<file path="src/rtl/onehot_position_accumulator_if.sv">
// onehot_position_accumulator_if: table write, scan control and status bundle
interface onehot_position_accumulator_if #(
  parameter int W = 16,
  parameter int DEPTH = 8,
  parameter int SW = 8
);
  logic wr_en;
  logic [$clog2(DEPTH)-1:0] wr_addr;
  logic [W-1:0] wr_data;
  logic start;
  logic PB;
  logic busy;
  logic done;
  logic [$clog2(DEPTH+1)-1:0] err_count;
  logic [SW-1:0] output_led;
  modport master (output wr_en, wr_addr, wr_data, start, PB, input busy, done, err_count, output_led);
  modport slave (input wr_en, wr_addr, wr_data, start, PB, output busy, done, err_count, output_led);
endinterface

</file>
<file path="src/rtl/onehot_position_accumulator.sv">
// onehot_position_accumulator: scans a DEPTH-word table summing one-hot bit positions
module onehot_position_accumulator #(
  parameter int W = 16,
  parameter int DEPTH = 8,
  parameter int SW = 8
) (
  input logic clk,
  input logic rst,
  onehot_position_accumulator_if.slave bus
);
  localparam int AW = $clog2(DEPTH);
  localparam int CW = $clog2(DEPTH + 1);
  typedef enum logic [1:0] {IDLE, SCAN, HOLD} state_t;
  state_t state;
  logic [W-1:0] mem [DEPTH];
  logic [AW-1:0] idx;
  logic [SW-1:0] sum;
  logic [SW-1:0] add;
  logic [W-1:0] word;
  logic oh;
  assign word = mem[idx];
  assign oh = (word != '0) && ((word & (word - W'(1))) == '0);
  // 1-based position of the set bit, truncated to the sum width
  always_comb begin
    add = '0;
    for (int i = 0; i < W; i++) if (word[i]) add = SW'(i + 1);
  end
  // Table writes, scan sequencing, accumulation and display register
  always_ff @(posedge clk) begin
    if (rst) begin
      state <= IDLE;
      idx <= '0;
      sum <= '0;
      bus.err_count <= '0;
      bus.busy <= 1'b0;
      bus.done <= 1'b0;
      bus.output_led <= '1;
      for (int i = 0; i < DEPTH; i++) mem[i] <= '0;
    end else begin
      bus.done <= 1'b0;
      if (state != SCAN && bus.wr_en && int'(bus.wr_addr) < DEPTH) mem[bus.wr_addr] <= bus.wr_data;
      if (state == SCAN) begin
        sum <= oh ? sum + add : sum - SW'(1);
        bus.err_count <= bus.err_count + CW'(!oh);
        if (idx == AW'(DEPTH - 1)) begin
          state <= HOLD;
          bus.busy <= 1'b0;
          bus.done <= 1'b1;
        end else begin
          idx <= idx + AW'(1);
        end
      end else begin
        if (state == HOLD) bus.output_led <= bus.PB ? sum : {{(SW-1){1'b0}}, ^sum};
        if (bus.start) begin
          state <= SCAN;
          bus.busy <= 1'b1;
          sum <= '0;
          idx <= '0;
          bus.err_count <= '0;
        end
      end
    end
  end
endmodule
</file>
<file path="src/flat_wrapper.sv">
// flat-port wrapper written by rule: the top's interface ports become plain ports
module onehot_position_accumulator_flat 
#(
  parameter int W = 16,
  parameter int DEPTH = 8,
  parameter int SW = 8
)
  (clk, rst, bus_wr_en, bus_wr_addr, bus_wr_data, bus_start, bus_PB, bus_busy, bus_done, bus_err_count, bus_output_led);
  onehot_position_accumulator_if #(.W(W), .DEPTH(DEPTH), .SW(SW)) bus_i ();
  input logic clk;
  input logic rst;
  input wire logic [$bits(bus_i.wr_en)-1:0] bus_wr_en;
  input wire logic [$bits(bus_i.wr_addr)-1:0] bus_wr_addr;
  input wire logic [$bits(bus_i.wr_data)-1:0] bus_wr_data;
  input wire logic [$bits(bus_i.start)-1:0] bus_start;
  input wire logic [$bits(bus_i.PB)-1:0] bus_PB;
  output wire logic [$bits(bus_i.busy)-1:0] bus_busy;
  output wire logic [$bits(bus_i.done)-1:0] bus_done;
  output wire logic [$bits(bus_i.err_count)-1:0] bus_err_count;
  output wire logic [$bits(bus_i.output_led)-1:0] bus_output_led;
  assign bus_i.wr_en = bus_wr_en;
  assign bus_i.wr_addr = bus_wr_addr;
  assign bus_i.wr_data = bus_wr_data;
  assign bus_i.start = bus_start;
  assign bus_i.PB = bus_PB;
  assign bus_busy = bus_i.busy;
  assign bus_done = bus_i.done;
  assign bus_err_count = bus_i.err_count;
  assign bus_output_led = bus_i.output_led;
  onehot_position_accumulator #(.W(W), .DEPTH(DEPTH), .SW(SW)) u_core (.clk(clk), .rst(rst), .bus(bus_i));
endmodule
</file>
<file path="config.mk">
export PLATFORM = sky130hd
export DESIGN_NAME = onehot_position_accumulator_flat
export DESIGN_NICKNAME = d
export VERILOG_FILES = /design/src/rtl/onehot_position_accumulator_if.sv /design/src/rtl/onehot_position_accumulator.sv /design/src/flat_wrapper.sv
export SDC_FILE = /design/constraint.sdc
export NUM_CORES = 1
export LEC_CHECK = 0
export CAP_MARGIN = 5
export CORE_MARGIN = 4
export CORE_UTILIZATION = 30
export CTS_CLUSTER_SIZE = 25
export DETAILED_ROUTE_END_ITERATION = 7
export PLACE_DENSITY = 0.47
export SYNTH_ARGS = -nofsm -noshare
export SYNTH_HDL_FRONTEND = slang
export SYNTH_SLANG_ARGS = --single-unit
</file>
<file path="constraint.sdc">
create_clock -name clk -period 6.6 [get_ports clk]
set_input_delay 1.32 -clock clk [delete_from_list [all_inputs] [get_ports clk]]
set_output_delay 1.32 -clock clk [all_outputs]
set_load 0.02 [all_outputs]
</file>
==> results of run 1 <==
[per-layer routing]
| layer | share of wire | track usage | vias up | routed length, µm |
|---|---|---|---|---|
| met5 | 0 | 0 | - | 0 |
| met4 | 0.021 | 0.04869 | 0 | 419 |
| met3 | 0.031 | 0.02442 | 25 | 615 |
| met2 | 0.51 | 0.2517 | 104 | 9951 |
| met1 | 0.44 | 0.1733 | 2447 | 8624 |
| li1 | - | - | 2296 | - |
[logic make-up (layout without fill, tap and decap cells)]
group,after synthesis,after routing,synth area share
simple gates,266,266,0.1927
xor+xnor,11,11,0.01250
flops,157,157,0.5741
compound gates,76,76,0.06771
buf+inv,38,90,0.02435
fa+ha+maj,12,12,0.02046
mux,50,50,0.1081
[synthesized netlist by cell type (9+ instances only)]
library cell,instances,area (µm²)
o21ai_0,19,95.09
mux2i_1,20,200.2
mux4_2,23,518.0
a21oi_1,15,75.07
or2_2,9,56.30
clkbuf_1,17,63.81
a211o_1,9,78.83
and2_1,129,807.0
ha_1,11,137.6
nand2b_1,11,68.82
nand2_1,36,135.1
nor2_1,46,172.7
edfxtp_1,128,3844
dfxtp_1,29,580.6
[critical path: cells and delay by family, from the launching register on]
kind | cells | cell delay [ns]
AOI/OAI and AO/OA | 9 | 1.51
xor gates and xnor gates | 1 | 0.14
adders and majority gates | 1 | 0.29
DFF | 1 | 1.01
muxes | 1 | 0.61
and+or+nand+nor | 5 | 1.48
[through the flow]
step	utilization	cell area, µm²
after floorplan	-	7706
after global placement	0.3342	8439
after detailed placement	0.3342	8439
after CTS	0.3588	9060
after global routing	0.3588	9060
final	0.3588	9060
[flip-flops by register name, indices dropped and copies added, names as in the netlist, named ones only]
register / count
u_core.bus.done: 1
u_core.bus.err_count: 4
u_core.bus.output_led: 8
u_core.idx: 3
u_core.mem: 128
u_core.state: 2
u_core.sum: 8
[final cells by class]
class,count,area (µm²),area share
multi-input cells,415,3107,0.3429
clock inverters,15,195.2,0.02154
clock buffers,17,425.4,0.04695
flip-flops and latches,157,4427,0.4886
inverters,10,40.04,0.004419
repair buffers,48,452.9,0.04999
well taps,330,412.9,0.04557
[report_power, final]
group | internal (mW) | switching, mW
sequential | 1.11 | 0.0275
combinational | 0.101 | 0.131
clock | 0.579 | 0.455
[worst min-delay path by stage]
stage                                          start                               endpoint  slack [ns]  cells past startpoint
2_1_floorplan           u_core.state[1]$_SDFFE_PP0P_           u_core.state[1]$_SDFFE_PP0P_        0.46                      2
3_3_place_gp   u_core.bus.output_led[7]$_SDFFE_PP1P_  u_core.bus.output_led[7]$_SDFFE_PP1P_        0.44                      1
4_1_cts        u_core.bus.output_led[7]$_SDFFE_PP1P_  u_core.bus.output_led[7]$_SDFFE_PP1P_        0.47                      1
5_1_grt        u_core.bus.output_led[7]$_SDFFE_PP1P_  u_core.bus.output_led[7]$_SDFFE_PP1P_        0.49                      1
6_report       u_core.bus.output_led[6]$_SDFFE_PP1P_  u_core.bus.output_led[6]$_SDFFE_PP1P_        0.47                      1
3_5_place_dp   u_core.bus.output_led[7]$_SDFFE_PP1P_  u_core.bus.output_led[7]$_SDFFE_PP1P_        0.45                      1
==> out/metrics.cfg, run 1 <==
[detailed_routing]
dr.pass1.iters=5
post-route-drc-count=0
ant_nets=0
via_per_inst=4.911
vias=4872
totalWireLength_um=19610
wl_per_cell_um=19.77
drt_iter0_markers=422

[clock_network]
numCtsBuffers=17
clock_latency_ns=0.43
cts-resized-gates=0
h-tree-depth=4
post-cts-setup-buffer-count=0
cts_root_buf=clkbuf_16
clk_pin_slew_ns=0.07
cts_tree=done
cts_buffer_depth=2
postCtsHoldBufs=0
cts_sinks=157

[synth]
synthCells=610
yosysUniqueCellTypes=56
ys_seq_area_frac=0.5741
synth_seq_cells=157
yosysWarnings=0
synth_edf_count=128
netlist_area_um2=7706
async_flop_share=0
syn_area_per_cell_um2=12.63
synth_top_flop_cell=edfxtp_1
synth_nets=646

[layout]
synthToLayoutAreaGrowth_pct=17.57
stdcell_count=992
nFillCells=2493
layout_common_cells=and2_1 (129), edfxtp_1 (128), nor2_1 (45)
final_common_cell=and2_1
nNetsFinal=685
drive_gt1_frac=0.1435
num_antenna_cells=0

[timing]
fmax_mhz=194.8
setup_viol=0
drv_slew=0
tightest_slew_ns=1.158
timing.hold.ws_ns=0.4654
clock_skew_ns=0.01664
hold_viol_final=0
timing.final.ws_setup_ns=1.465
grt_setup_unrepaired=no
tns_ns=0
relSlewSlack=0.2277
period_needed_ns=5.135
fin_crit_sh=0.7780

[worst_setup_path]
path_cells=mux4_2 > nand2_1 > nand2_1 > or4_1 > and4bb_1 > a2bb2oi_2 > o211a_4 > o21ai_1 > ha_1 > a21o_1 > a21o_1 > a21o_1 > a21oi_1 > o21ai_0 > xnor2_1 > or3_1 > a31oi_1
arrival_ns=5.49
r2r-end=u_core.sum[7]$_SDFFE_PP0P_
start_kind=register
crit_fanout=28
end_kind=register
crit_top_cell=a21o_1
r2r_slack_ns=1.47
criticalPathCategory=reg2reg
required_ns=6.95
slowest_delay_ns=1.01
crit_end=u_core.sum[7]$_SDFFE_PP0P_
ff2ff_path_depth=17
crit_slowest_cell=dfxtp_2

[floorplanning]
rows=58
core_area_um2=25250
initial_core_util=0.3051
die_y_um=168.3
dieWidth_um=168.3
dieArea_um2=28310
io_pins=38

[placement]
dp_hpwl_um=12050
gp_congestion=0.9479
dp_cells=960
io_buffers=37
pre_cts_ws_ns=1.490

[global_routing]
grt_use_total=0.1415
first_global_vias=5011
grt_pass1_wl_um=29990
antenna_found_initial=0
grt.overflow.total=0
grt_max_degree=38

[power_and_ir_drop]
vdd.ir_drop.worst_v=0.0001382
finalPower_mw=2.403
leakagePower_nw=3.263
p_per_area_nw_per_um2=265.2

[hold_path]
hold_class=reg2reg

[flow_run]
drv_cap=0

[status]
status=complete, no violations

(Power assumes the default switching activity.)
==> inputs of run 2 (changes only) <==
Clock period 6.6 ns to 5.35 ns, I/O delays scaled along.
==> run 2 against run 1 <==
Die area is the same. Final cell count grew 0.50%. Critical endpoint unchanged. Combinational power grew 28%.
==> out/metrics.cfg, run 2 (synthesized netlist as in run 1, its figures left out) <==
[layout]
num_antenna_cells=0  ; unchanged
nNetsFinal=690  ; +0.73%
seqCellArea_um2=4427  ; unchanged
largest_reg_flops=128  ; unchanged
drive_gt1_frac=0.1454  ; +0.001923
final_common_cell=and2_1
top_register=u_core.mem
final_cell_area_um2=9076  ; +0.18%
reg_top3=u_core.mem x128, u_core.bus.output_led x8, u_core.sum x8
layout_common_cells=and2_1 (129), edfxtp_1 (128), nor2_1 (46)
synthToLayoutAreaGrowth_pct=17.78
nFillCells=2509  ; +0.64%
multiInputGateArea_um2=3104  ; about the same

[power_and_ir_drop]
finalPower_mw=2.870  ; +19%
p_per_area_nw_per_um2=316.2  ; +19%
vdd.ir_drop.worst_v=0.0001676  ; +21%
leakagePower_nw=3.266  ; about the same

[detailed_routing]
vias=4870  ; -0.041%
drt_iter0_markers=384  ; -9.0%
wl_per_cell_um=20.49  ; +3.7%
dr.pass1.iters=4  ; -1
post-route-drc-count=0  ; unchanged
via_per_inst=4.885  ; -0.54%
ant_nets=0  ; unchanged
totalWireLength_um=20430  ; +4.2%

[flow_run]
drv_cap=0  ; unchanged

[worst_setup_path]
path_buf_inv=1  ; +1
arrival_ns=5.25  ; -0.24 ns
r2r_slack_ns=0.46  ; -1.00 ns
start_kind=register
required_ns=5.71  ; -1.24 ns
path_cells=buf_12 > mux4_2 > nand2_1 > nand2_2 > or4_1 > and4bb_1 > a2bb2oi_2 > o211a_4 > o21ai_1 > ha_1 > a21o_1 > a21o_1 > a21o_1 > a21oi_1 > o21ai_0 > xnor2_1 > or3_1 > a31oi_1
criticalPathCategory=reg2reg
slowest_delay_ns=0.69  ; -0.32 ns
cpLargestDelayFamily=compound AO/OA/AOI/OAI gates
crit_top_cell=a21o_1
crit_fanout=15  ; -46%
crit_slowest_cell=dfxtp_2
end_kind=register

[clock_network]
cts-resized-gates=0  ; unchanged
cts_sinks=157  ; unchanged
clk_pin_slew_ns=0.07  ; about the same
numCtsBuffers=17  ; unchanged
cts_tree=done
cts_buffer_depth=2  ; unchanged
h-tree-depth=4  ; unchanged
postCtsHoldBufs=0  ; unchanged
clock_latency_ns=0.43  ; about the same
post-cts-setup-buffer-count=0  ; unchanged
cts_root_buf=clkbuf_16

[global_routing]
antenna_found_initial=0  ; unchanged
grt.overflow.total=0  ; unchanged
first_global_vias=5095  ; +1.7%
grt_use_total=0.1478  ; +0.006277
grt_pass1_wl_um=31140  ; +3.8%
grt_max_degree=37  ; -2.6%

[floorplanning]
dieArea_um2=28310  ; unchanged
core_area_um2=25250  ; unchanged
io_pins=38  ; unchanged
initial_core_util=0.3051  ; unchanged
rows=58  ; unchanged
die_y_um=168.3  ; unchanged
dieWidth_um=168.3  ; unchanged

[hold_path]
hold_class=reg2reg

[timing]
fmax_mhz=204.5  ; +5.0%
fin_crit_sh=0.9138  ; +0.1358
grt_setup_unrepaired=no
setup_viol=0  ; unchanged
tightest_slew_ns=0.7233  ; -0.4350 ns
period_needed_ns=4.889  ; -0.2457 ns
drv_slew=0  ; unchanged
clock_skew_ns=0.008517  ; -0.008122 ns
hold_viol_final=0  ; unchanged
relSlewSlack=0.5178  ; +0.2900
tns_ns=0  ; unchanged

[status]
status=complete, no violations

[placement]
io_buffers=37  ; unchanged
gp_congestion=0.8845  ; -6.7%
place_area_um2=8512  ; +0.86%
dp_hpwl_um=12620  ; +4.7%

[run 2: changes by cell type in the layout (fill, tap and decap cells not counted), moves of 2 or more]
cell,before,now
buf_12,0,3
clkinvlp_4,0,2
clkinv_8,3,0
inv_6,5,2
clkinv_4,0,3
buf_4,11,13
[run 2: report_power, final]
part | switching, mW | total, mW | internal (mW)
registers | 0.0285 | 1.40 | 1.37
clock network | 0.525 | 1.17 | 0.650
logic | 0.169 | 0.296 | 0.127
[run 2: layer usage]
layer,GRT usage,up-vias,part of all wire
li1,-,2301,-
met1,0.1926,2459,0.46
met2,0.2510,91,0.49
met3,0.02958,19,0.037
met4,0.04128,0,0.015
met5,0,-,0
[run 2: layout make-up]
type	count	share of cell area
clock buffer	18	0.04728
inverter	10	0.004411
tap	330	0.04549
clock inverter	14	0.01489
sequential	157	0.4877
timing repair buffer	53	0.05817
multi-input combinational	415	0.3420
[run 2: worst paths after layout]
kind / start / to / cells past startpoint
worst max-delay path: register / u_core.sum[7]$_SDFFE_PP0P_ / 18
worst max register to register: register / u_core.sum[7]$_SDFFE_PP0P_ / 18
worst min register to register: u_core.bus.output_led[7]$_SDFFE_PP1P_ / u_core.bus.output_led[7]$_SDFFE_PP1P_ / 1
worst min-delay path: u_core.bus.output_led[7]$_SDFFE_PP1P_ / u_core.bus.output_led[7]$_SDFFE_PP1P_ / 1
[run 2: per-stage QoR]
stage	cells	utilization	hold slack, ns	setup slack (ns)
6_report	997	0.3594	0.4662	0.4612
5_1_grt	997	0.3594	0.4973	0.1294
3_5_place_dp	965	0.3370	0.4573	0.4550
4_1_cts	997	0.3594	0.4736	0.4161
2_1_floorplan	610	-	0.4580	1.133
3_3_place_gp	965	0.3370	0.4472	0.5363
